**config.mk**
```make
export PLATFORM = sky130hd
export DESIGN_NAME = frida_spi_master
export DESIGN_NICKNAME = d
export VERILOG_FILES = /design/src/rtl/frida_spi_master.sv
export SDC_FILE = /design/constraint.sdc
export NUM_CORES = 1
export LEC_CHECK = 0
export CAP_MARGIN = 10
export CORE_MARGIN = 1.5
export CORE_UTILIZATION = 50
export CTS_CLUSTER_SIZE = 12
export DETAILED_ROUTE_END_ITERATION = 7
export DONT_BUFFER_PORTS = 1
export GPL_ROUTABILITY_DRIVEN = 0
export PLACE_DENSITY_LB_ADDON = 0.2
export SETUP_SLACK_MARGIN = 0.4
export SLEW_MARGIN = 20
export SYNTH_ARGS = -nofsm -noshare
export SYNTH_HDL_FRONTEND = slang
export SYNTH_SLANG_ARGS = --single-unit
```
**constraint.sdc**
```tcl
create_clock -name clk -period 5.7 [get_ports clk]
set_input_delay 1.14 -clock clk [delete_from_list [all_inputs] [get_ports clk]]
set_output_delay 1.14 -clock clk [all_outputs]
set_load 0.01 [all_outputs]
```
**src/rtl/frida_spi_master.sv**
```systemverilog
// frida_spi_master: streams an NBITS-bit configuration register to the FRIDA
// chip over SPI, MSB first. The register is loaded as 32-bit words.
// Define FRIDA_SPI_READBACK_EN to build in the RX capture buffer that is
// readable through rd_addr/rd_data. Without it, rd_data is tied to zero.
module frida_spi_master #(
  parameter int unsigned NBITS   = 1280,
  parameter int unsigned CLK_DIV = 4
) (
  input  logic        clk,
  input  logic        rst,
  input  logic        wr_en,
  input  logic [5:0]  wr_addr,
  input  logic [31:0] wr_data,
  input  logic [5:0]  rd_addr,
  output logic [31:0] rd_data,
  input  logic        start,
  output logic        busy,
  output logic        done,
  output logic        spi_sclk,
  output logic        spi_sdi,
  input  logic        spi_sdo,
  output logic        spi_cs_b
);

  localparam int unsigned NWORDS = NBITS / 32;
  localparam int unsigned BW     = $clog2(NBITS + 1);
  localparam int unsigned DW     = $clog2(CLK_DIV + 1);
  localparam int unsigned IW     = $clog2(NBITS);

  typedef enum logic [2:0] {IDLE, SETUP, SHIFT, HOLD, DONE} state_t;

  state_t           state, state_n;
  logic [DW-1:0]    div_cnt, div_n;
  logic [BW-1:0]    bit_cnt, bit_n;
  logic             sclk_n, sdi_n, cs_b_n, busy_n, done_n;
  logic             div_last_c;
  logic             capture_c;
  logic [IW-1:0]    next_idx_c;
  logic [IW-1:0]    cap_idx_c;
  logic [NBITS-1:0] tx_q;

  assign div_last_c = (div_cnt == DW'(CLK_DIV - 1));
  assign next_idx_c = IW'(NBITS - 2) - IW'(bit_cnt);
  assign cap_idx_c  = IW'(NBITS - 1) - IW'(bit_cnt);

  // State, counters and SPI/status outputs; reset aborts with cs_b high, sclk low.
  always_ff @(posedge clk) begin
    if (rst) begin
      state    <= IDLE;
      div_cnt  <= '0;
      bit_cnt  <= '0;
      spi_sclk <= 1'b0;
      spi_sdi  <= 1'b0;
      spi_cs_b <= 1'b1;
      busy     <= 1'b0;
      done     <= 1'b0;
    end else begin
      state    <= state_n;
      div_cnt  <= div_n;
      bit_cnt  <= bit_n;
      spi_sclk <= sclk_n;
      spi_sdi  <= sdi_n;
      spi_cs_b <= cs_b_n;
      busy     <= busy_n;
      done     <= done_n;
    end
  end

  // Next-state logic: setup, 2*NBITS clock phases, hold, one-cycle done.
  always_comb begin
    state_n   = state;
    div_n     = div_cnt;
    bit_n     = bit_cnt;
    sclk_n    = spi_sclk;
    sdi_n     = spi_sdi;
    cs_b_n    = spi_cs_b;
    busy_n    = busy;
    done_n    = 1'b0;
    capture_c = 1'b0;
    case (state)
      IDLE: begin
        if (start) begin
          state_n = SETUP;
          div_n   = '0;
          bit_n   = '0;
          busy_n  = 1'b1;
          cs_b_n  = 1'b0;
          sclk_n  = 1'b0;
          sdi_n   = tx_q[NBITS-1];
        end
      end
      SETUP: begin
        if (div_last_c) begin
          state_n = SHIFT;
          div_n   = '0;
        end else begin
          div_n = div_cnt + DW'(1);
        end
      end
      SHIFT: begin
        // Sample sdo during the first high cycle of each bit.
        capture_c = spi_sclk && (div_cnt == '0);
        if (!div_last_c) begin
          div_n = div_cnt + DW'(1);
        end else begin
          div_n = '0;
          if (!spi_sclk) begin
            sclk_n = 1'b1;
          end else begin
            sclk_n = 1'b0;
            bit_n  = bit_cnt + BW'(1);
            if (bit_cnt == BW'(NBITS - 1)) begin
              state_n = HOLD;
            end else begin
              sdi_n = tx_q[next_idx_c];
            end
          end
        end
      end
      HOLD: begin
        if (div_last_c) begin
          state_n = DONE;
          div_n   = '0;
          busy_n  = 1'b0;
          cs_b_n  = 1'b1;
          sdi_n   = 1'b0;
          done_n  = 1'b1;
        end else begin
          div_n = div_cnt + DW'(1);
        end
      end
      DONE: begin
        state_n = IDLE;
        bit_n   = '0;
      end
      default: state_n = IDLE;
    endcase
  end

  // TX buffer word writes; blocked while a transaction runs. Not reset.
  always_ff @(posedge clk) begin
    if (!rst && wr_en && !busy) begin
      for (int k = 0; k < int'(NWORDS); k++) begin
        if (wr_addr == 6'(k)) tx_q[k*32 +: 32] <= wr_data;
      end
    end
  end

`ifdef FRIDA_SPI_READBACK_EN
  logic [NBITS-1:0] rx_q;

  // RX capture: n-th received bit lands at RX bit NBITS-1-n. Not reset.
  always_ff @(posedge clk) begin
    if (!rst && capture_c) rx_q[cap_idx_c] <= spi_sdo;
  end

  // Combinational word read of the RX buffer; out-of-range reads return 0.
  always_comb begin
    rd_data = '0;
    for (int k = 0; k < int'(NWORDS); k++) begin
      if (rd_addr == 6'(k)) rd_data = rx_q[k*32 +: 32];
    end
  end
`else
  logic unused_rx;

  assign rd_data   = '0;
  assign unused_rx = ^{spi_sdo, rd_addr, capture_c, cap_idx_c};
`endif

endmodule

```
After elaboration in Yosys (flattened, before gate mapping)
Cells that the tools add are included.
{"block": "word_totals", "reg_bits": 1302, "inputBits": 49, "output_inout_bits": 37}
{"block": "op_classes", "addsub": 3, "order_cmp": 1, "eq_ne": 52, "mux": 31, "bitwise_logic": 1, "reduce_logical": 59}
{"op": "== test 6 x 5 -> 1 bit, second input constant", "n": 16}
{"op": "AND reduction 2 bit", "n": 41}
{"op": "== test 6 x 4 -> 1 bit, second input constant", "n": 8}
{"op": "== test 6 bit, second input constant", "n": 8}
{"op": "two-way mux 11 bit", "n": 3}
{"op": "case mux 11 bit (3 select lines)", "n": 1}
{"op": "== test 6 x 3 -> 1 bit, second input constant", "n": 4}
{"op": "two-way mux 3 bit", "n": 8}
{"op": "inequality test 2 bit, second input constant", "n": 7}
{"op": "== test 6 x 2 -> 1 bit, second input constant", "n": 2}
{"op": "< comparator 11 x 12 -> 1 bit, second input constant", "n": 1}
{"op": "two-way mux 1 bit", "n": 12}
{"op": "case mux 3 bit (4 select lines)", "n": 1}
{"op": "AND reduction 6 bit", "n": 2}
{"op": "adder 11 x 1 -> 11 bit, second input constant", "n": 1}
{"op": "binary-select mux 1 bit (select 11 bit)", "n": 1}
{"op": "== test 11 bit, second input constant", "n": 1}
{"op": "subtractor 11 bit, first input constant", "n": 1}
{"op": "== test 3 x 2 -> 1 bit, second input constant", "n": 3}
{"op": "== test 6 x 1 -> 1 bit, second input constant", "n": 1}
{"op": "zero test 6 bit", "n": 1}
{"op": "case mux 1 bit (2 select lines)", "n": 3}
{"op": "case mux 3 bit (2 select lines)", "n": 1}
{"op": "AND reduction 3 bit", "n": 2}
{"op": "13 further kinds", "n": 18}

Longest topological paths before layout
Gate-level depths: netlist of run 1.
{"block": "logic_depth", "ltp_word": 7, "ltp_mapped": 14}

Worst setup path after synthesis of run 1
OpenSTA, ideal clock, no wires.
{"block": "synth_timing", "kind": "input to register", "start": "input rst", "end": "register tx_q[256] (enable)", "t_arrival_ps": 4786, "slack_ps": 453, "cell_stages": 5, "path_buffers": 1, "cell_sequence": "or3b_2 -> or3_1 -> clkbuf_1 -> or3b_2 -> nor3_1"}
{"block": "synth_via", "elab_chain_cells": 4}
{"element": "start: declaration", "line_no": "10", "source": "input logic rst,"}
{"element": "zero test 1 bit", "line_no": "142", "source": "if (!rst && wr_en && !busy) begin"}
{"element": "logical AND 1 bit (2 in series)", "line_no": "142"}
{"element": "AND reduction 2 bit (no line)"}
{"element": "end signal: indexed assignment", "line_no": "144", "source": "if (wr_addr == 6'(k)) tx_q[k*32 +: 32] <= wr_data;"}
{"element": "end: declaration", "line_no": "40", "source": "logic [NBITS-1:0] tx_q;"}
Every way passes these cells.
A chain may end at the register's enable or synchronous reset.

Worst setup path after layout of run 1
{"block": "layout_timing", "start": "register bit_cnt[0]", "end": "register spi_sdi"}
{"block": "layout_via", "elab_chain_cells": 7, "word_cells_on_any_way": 10, "cone_classes": "add/sub (1); eq/ne (2); mux (6); reduce/logical (1)"}
{"element": "start: declaration", "line_no": "34", "source": "logic [BW-1:0] bit_cnt, bit_n;"}
{"element": "start signal: assignment", "line_no": "60", "source": "bit_cnt <= bit_n;"}
{"element": "subtractor 11 bit", "line_no": "43", "source": "assign next_idx_c = IW'(NBITS - 2) - IW'(bit_cnt);"}
{"element": "binary-select mux 1 bit (select 11 bit)", "line_no": "115", "source": "sdi_n = tx_q[next_idx_c];"}
{"element": "two-way mux 1 bit (implied by the code)", "line_no": "115"}
{"element": "two-way mux 1 bit", "line_no": "112", "source": "if (bit_cnt == BW'(NBITS - 1)) begin"}
{"element": "two-way mux 1 bit", "line_no": "107", "source": "if (!spi_sclk) begin"}
{"element": "two-way mux 1 bit", "line_no": "103", "source": "if (!div_last_c) begin"}
{"element": "case mux 1 bit (3 select lines)", "line_no": "80", "source": "case (state)"}
{"element": "end signal: assignment", "line_no": "62", "source": "spi_sdi <= sdi_n;"}
{"element": "end: declaration", "line_no": "20", "source": "output logic spi_sdi,"}
Several ways; a longest one is shown, not always the timed one. The select of a mux whose other input is x is not followed.

==> out/metrics.cfg, run 1 <==
[setup_path]
cp.required_ns = 6.33
cpLargestDelayFamily = buffers and inverters
critPathMostFrequentCell = mux4_2
path_cells = ha_4 > buf_12 > buf_4 > mux4_2 > mux4_2 > nand2_1 > a311oi_1 > o211ai_1 > a211oi_1 > a31o_1
path_class = flop to flop
cp_data_arrival_time_ns = 4.83
crit_path_end_kind = flop
crit_path_max_incr_delay_ns = 0.78
critPathSlowestCell = ha_4
setup.worst_path.start_class = flop
crit_buf_inv = 2
critPathMaxFanout = 76

[routing]
num_vias = 24319
firstDrtPassIters = 5
drtIter0Drc = 3777
finalWirelength_um = 127000
viasPerCell = 6.38
wl_per_cell_um = 33.4
drc = 0
antenna_left = 0

[clocking]
clk_path_buf_depth = 3
htree_levels = 4
clock_sink_count = 1302
cts_buffers = 135
ctsHoldBuffers = 0
cts_root_buffer = clkbuf_16
clkSlewWorstSetupHoldPaths_ns = 0.06
cts_tree = yes
cts_setup_buffers = 0
cts-resized-gates = 0
clock_latency_ns = 0.75

[timing]
fmax_mhz = 238
fin_crit_sh = 0.738
fin_skew_ns = 0.0198
slew_viol_final = 0
setup_slack_ns = 1.50
hold_viol = 0
rsz0062_at_grt = false
worst_slew_pin_slew_ns = 1.18
hold_ws_ns = 0.463
slew_headroom = 0.210
tns_ns = 0
period_needed_ns = 4.20
setup_viol = 0

[logic_synthesis]
netlist_instances = 2284
synthArstFlopShare = 0
synth_cell_types = 56
ys_seq_area_frac = 0.767
ys_ff_latch = 1302
synth.avg_cell_area_um2 = 22.2
synthesis.area_um2 = 50700
synth_ff_type = edfxtp_1
synth_edf_count = 1280
yosysWarnings = 0

[hold_path]
hp-class = input pin to flop

[global_route]
overflow = 0
antenna_found_initial = 10
grt_pass1_vias = 24191
grt_use_total = 0.250
grt_max_degree = 89
grt_pass1_wl_um = 178000

[power]
switching_power_uw = 3530
power.density_nw_per_um2 = 330
power.share.combinational = 0.004
power_uw = 18600
peakVddDrop_v = 0.000190
pwr-share-seq = 0.567
p_sw_frac = 0.190
p_int_uw = 15000
leakagePower_uw = 0.0168
clock_power_share = 0.429

[place]
port-buffer-count = 0
hpwl_um = 60100
dp_cells = 3595
post-place-ws_ns = 1.51

[floorplanning]
die_width_um = 321
die_y_um = 321
rows = 116
initial_core_util = 0.505
io-pin-count = 86
placeableCoreArea_um2 = 100000
dieArea_um2 = 103000

[layout]
drive_gt1_frac = 0.266
area_growth_pct = 11.1
final_common_cell = edfxtp_1
final_cells = 3812
final_cell_mix = 1280 x edfxtp_1, 357 x mux4_2, 139 x clkbuf_16, 106 x nand2_1, 68 x buf_4
nets = 2426
diodes = 0

[outcome]
status = complete, no violations

[job]
drv_cap = 0

-- synth_stat cells, types with 3 or more instances --
cell	count	share of area
a311oi_1	4	0.00069
nor2b_1	8	0.00099
a21oi_1	10	0.00099
a32oi_1	4	0.00069
nor3b_1	3	0.00044
nand2b_1	7	0.00086
buf_6	15	0.0033
clkbuf_1	37	0.0027
nand3_1	34	0.0034
inv_1	7	0.00052
buf_2	30	0.0030
xor2_1	11	0.0019
xnor2_1	8	0.0014
dfxtp_1	22	0.0087
or3_1	4	0.00049
o211ai_1	14	0.0021
o2111ai_1	6	0.0010
nand2_1	106	0.0079
o21ai_1	3	0.00030
edfxtp_1	1280	0.76
o21ai_0	18	0.0018
mux2i_1	33	0.0065
nand4_1	17	0.0021
nor2_1	70	0.0052
a221oi_1	3	0.00052
mux4_2	357	0.16
nor3_1	15	0.0015
a22oi_1	35	0.0052
buf_1	6	0.00044
buf_4	64	0.0095
a31oi_1	7	0.00086
o22ai_1	6	0.00074
a211oi_1	6	0.00089
-- state kept, by name (all words and copies together) (netlist names) --
name	count
tx_q	1280
bit_cnt	11
div_cnt	3
state	3
busy	1
done	1
spi_cs_b	1
spi_sclk	1
spi_sdi	1
-- layer usage --
metal	wire length, um	global-route usage	vias to the layer above	share of wire
met2	61900	0.396	1231	0.49
met1	50700	0.354	13145	0.40
met5	8	0	-	0.000063
met3	11300	0.0444	198	0.089
li1	-	-	9743	-
met4	3410	0.0839	2	0.027
-- power groups by stage --
stage,Combinational (uW),Sequential [uW],Clock (uW)
4_1_cts,65.6,10500,8110
3_5_place_dp,65.5,10700,0
2_1_floorplan,68.2,10700,0
3_3_place_gp,63.6,10700,0
6_report,66.4,10500,7980
5_1_grt,72.1,10500,8440
-- final cells by class --
cell class | instances | area (um2)
Clock inverter | 40 | 273
Timing Repair Buffer | 75 | 651
Clock buffer | 177 | 3630
Fill cell | 7311 | 44000
Inverter | 7 | 26.3
Sequential cell | 1302 | 38900
Multi-Input combinational cell | 854 | 11100
Tap cell | 1357 | 1700
-- per-stage QoR --
stage	util	instance area, um2
after CTS	0.561	56300
after floorplan	-	50800
after global routing	0.561	56300
after detailed placement	0.522	52400
after global placement	0.522	52400
final	0.561	56300
-- cell families after synthesis --
logic type	synth area share
DFF	0.767
muxes	0.166
and+or+nand+nor	0.0253
buffers and inverters	0.0195
AOI/OAI and AO/OA	0.0177
xor gates and xnor gates	0.00415
adders and majority gates	0.000494
other	0.0000740
-- final timing paths --
check	end	start	cells after the start	slack [ns]
setup / recovery	spi_sdi	bit_cnt[0]	10	1.50
hold / removal	done	rst	1	0.46
setup reg to reg	spi_sdi	bit_cnt[0]	10	1.50
hold reg to reg	div_cnt[2]	div_cnt[2]	1	0.48
No activity file was read; power rests on OpenSTA's default activity.
==> run 2: changes to the inputs <==
==> constraint.sdc (replaced) <==
create_clock -name clk -period 3.81 [get_ports clk]
set_input_delay 0.762 -clock clk [delete_from_list [all_inputs] [get_ports clk]]
set_output_delay 0.762 -clock clk [all_outputs]
set_load 0.01 [all_outputs]
==> run 2 against run 1 <==
Clock-buffer cell count fell by 3. Hold slack got worse by 0.35 ns. Wire length increased by 0.53%. Power increased by 50%. Global-route usage about the same. Clock skew increased by 0.0014 ns. First-iteration DRC count is 3.3% lower. Setup slack worse by 1.1 ns. Utilization up 0.86 points. Die area unchanged.
==> out/metrics.cfg, run 2 (synthesis gave the netlist of run 1 again) <==
[timing]
period_needed_ns = 3.41  ; -0.797 ns
fin_skew_ns = 0.0212  ; +0.00143 ns
hold_viol = 0  ; unchanged
tns_ns = 0  ; unchanged
setup_viol = 0  ; unchanged
slew_headroom = 0.539  ; +0.329
slew_viol_final = 0  ; unchanged
rsz0062_at_grt = false
worst_slew_pin_slew_ns = 0.686  ; -0.490 ns
fin_crit_sh = 0.894  ; +0.157
fmax_mhz = 293  ; +23%

[setup_path]
reg2reg_to = spi_sdi
cp_data_arrival_time_ns = 4.02  ; -0.81 ns
reg2reg_from = bit_cnt[0]
critPathSlowestCell = a311oi_1
cp.required_ns = 4.42  ; -1.91 ns
critPathMaxFanout = 47  ; -38%
crit_end = spi_sdi
rrSetupSlack_ns = 0.40  ; -1.09 ns
reg2regPathDepth = 9  ; -1
crit_buf_inv = 1  ; -1
path_depth = 9  ; -1
setup.worst_path.start_class = flop
setup.worst_path.start = bit_cnt[0]
cpLargestDelayFamily = compound AO/OA/AOI/OAI gates
path_class = flop to flop
crit_path_max_incr_delay_ns = 0.48  ; -0.30 ns
path_cells = ha_4 > buf_12 > mux4_2 > a22oi_1 > o211ai_1 > a311oi_1 > nand4_1 > and4b_1 > a31o_1
crit_path_end_kind = flop

[power]
power.density_nw_per_um2 = 486  ; +47%
peakVddDrop_v = 0.000419  ; +120%
leakagePower_uw = 0.0172  ; +2.6%

[global_route]
grt_pass1_wl_um = 179000  ; +0.75%
grt_max_degree = 80  ; -10%
overflow = 0  ; unchanged
antenna_found_initial = 14  ; +4
grt_use_total = 0.250  ; +0.000397
grt_pass1_vias = 24913  ; +3.0%

[routing]
drc = 0  ; unchanged
viasPerCell = 6.37  ; -0.19%
wl_per_cell_um = 33.0  ; -1.0%
firstDrtPassIters = 6  ; +1
drtIter0Drc = 3652  ; -3.3%
antenna_left = 0  ; unchanged
finalWirelength_um = 128000  ; +0.53%
num_vias = 24661  ; +1.4%

[clocking]
clkSlewWorstSetupHoldPaths_ns = 0.06  ; about the same
htree_levels = 4  ; unchanged
cts_tree = yes
cts_root_buffer = clkbuf_16
clock_sink_count = 1302  ; unchanged
cts_buffers = 134  ; -0.74%
clk_path_buf_depth = 3  ; unchanged
clock_latency_ns = 0.73  ; -0.02 ns

[place]
dp_cells = 3643  ; +1.3%
placed_area_um2 = 52900  ; +1.0%
port-buffer-count = 0  ; unchanged
hpwl_um = 61700  ; +2.7%

[layout]
largest_reg_flops = 1280  ; unchanged
final_cell_mix = 1280 x edfxtp_1, 357 x mux4_2, 143 x clkbuf_16, 110 x buf_4, 106 x nand2_1
top_register = tx_q
fillers = 7245  ; -0.90%
nets = 2489  ; +2.6%
seqCellArea_um2 = 38900  ; unchanged
area_growth_pct = 12.8
largestRegisters = tx_q (1280), bit_cnt (11)
drive_gt1_frac = 0.286  ; +0.0205
multiInputGateArea_um2 = 11200  ; +0.63%
final_cells = 3873  ; +1.6%
final_common_cell = edfxtp_1
fin_area_um2 = 57200  ; +1.5%

[floorplanning]
dieArea_um2 = 103000  ; unchanged
placeableCoreArea_um2 = 100000  ; unchanged
die_y_um = 321  ; unchanged
rows = 116  ; unchanged
io-pin-count = 86  ; unchanged
initial_core_util = 0.505  ; unchanged
die_width_um = 321  ; unchanged

[hold_path]
hp-class = input pin to flop
hold_start = rst

[outcome]
status = complete, no violations

[job]
drv_cap = 0  ; unchanged

run 2: cell count changes in the layout (fill, tap and decap cells not counted), sizes merged:
cell | before | now
bufbuf | 0 | 1
clkinv | 33 | 29
buf | 75 | 135
diode | 0 | 3
inv | 12 | 13
run 2: repair_timing:
item                                    CTS  global route
pin swaps                                 2             2
hold buffers                              0             0
setup buffers                             6             6
endpoints found under the setup margin    1             1
cloned                                    1             3
resized for setup                        10            14
run 2: final cells by class:
| type | count | share of cell area |
|---|---|---|
| sequential | 1302 | 0.680 |
| inverter | 7 | 0.000460 |
| multi-input combinational | 854 | 0.196 |
| antenna | 3 | 0.000131 |
| timing repair buffer | 139 | 0.0254 |
| clock buffer | 174 | 0.0639 |
| tap | 1357 | 0.0297 |
| clock inverter | 37 | 0.00425 |
run 2: power by group:
part | switching [uW] | internal, uW | leakage [uW]
Sequential | 17.2 | 15800 | 0.0117
Clock | 5150 | 6760 | 0.00189
Combinational | 69.2 | 30.2 | 0.00363
run 2: worst min path at each step:
stage               cells past startpoint  slack, ns          to
finish                                  1       0.11        done
global placement                        1       0.46  div_cnt[2]
CTS                                     1       0.06        done
global route                            1       0.07        done
detailed placement                      1       0.48  div_cnt[2]
floorplan                               1       0.46  div_cnt[2]
run 2: routing by layer:
layer	GRT usage	share of wire
met2	0.405	0.49
met1	0.345	0.39
met5	0	0.00020
met4	0.0757	0.025
met3	0.0532	0.096
run 2: per-stage QoR:
step                setup slack [ns]  total power [uW]  utilization  hold WS [ns]
finish                         0.402             27800        0.570         0.109
floorplan                     -0.105             16200            -         0.457
detailed placement             0.206             16200        0.528         0.480
CTS                            0.408             28000        0.568        0.0623
global placement               0.167             16200        0.528         0.461
global route                   0.390             28500        0.570        0.0743
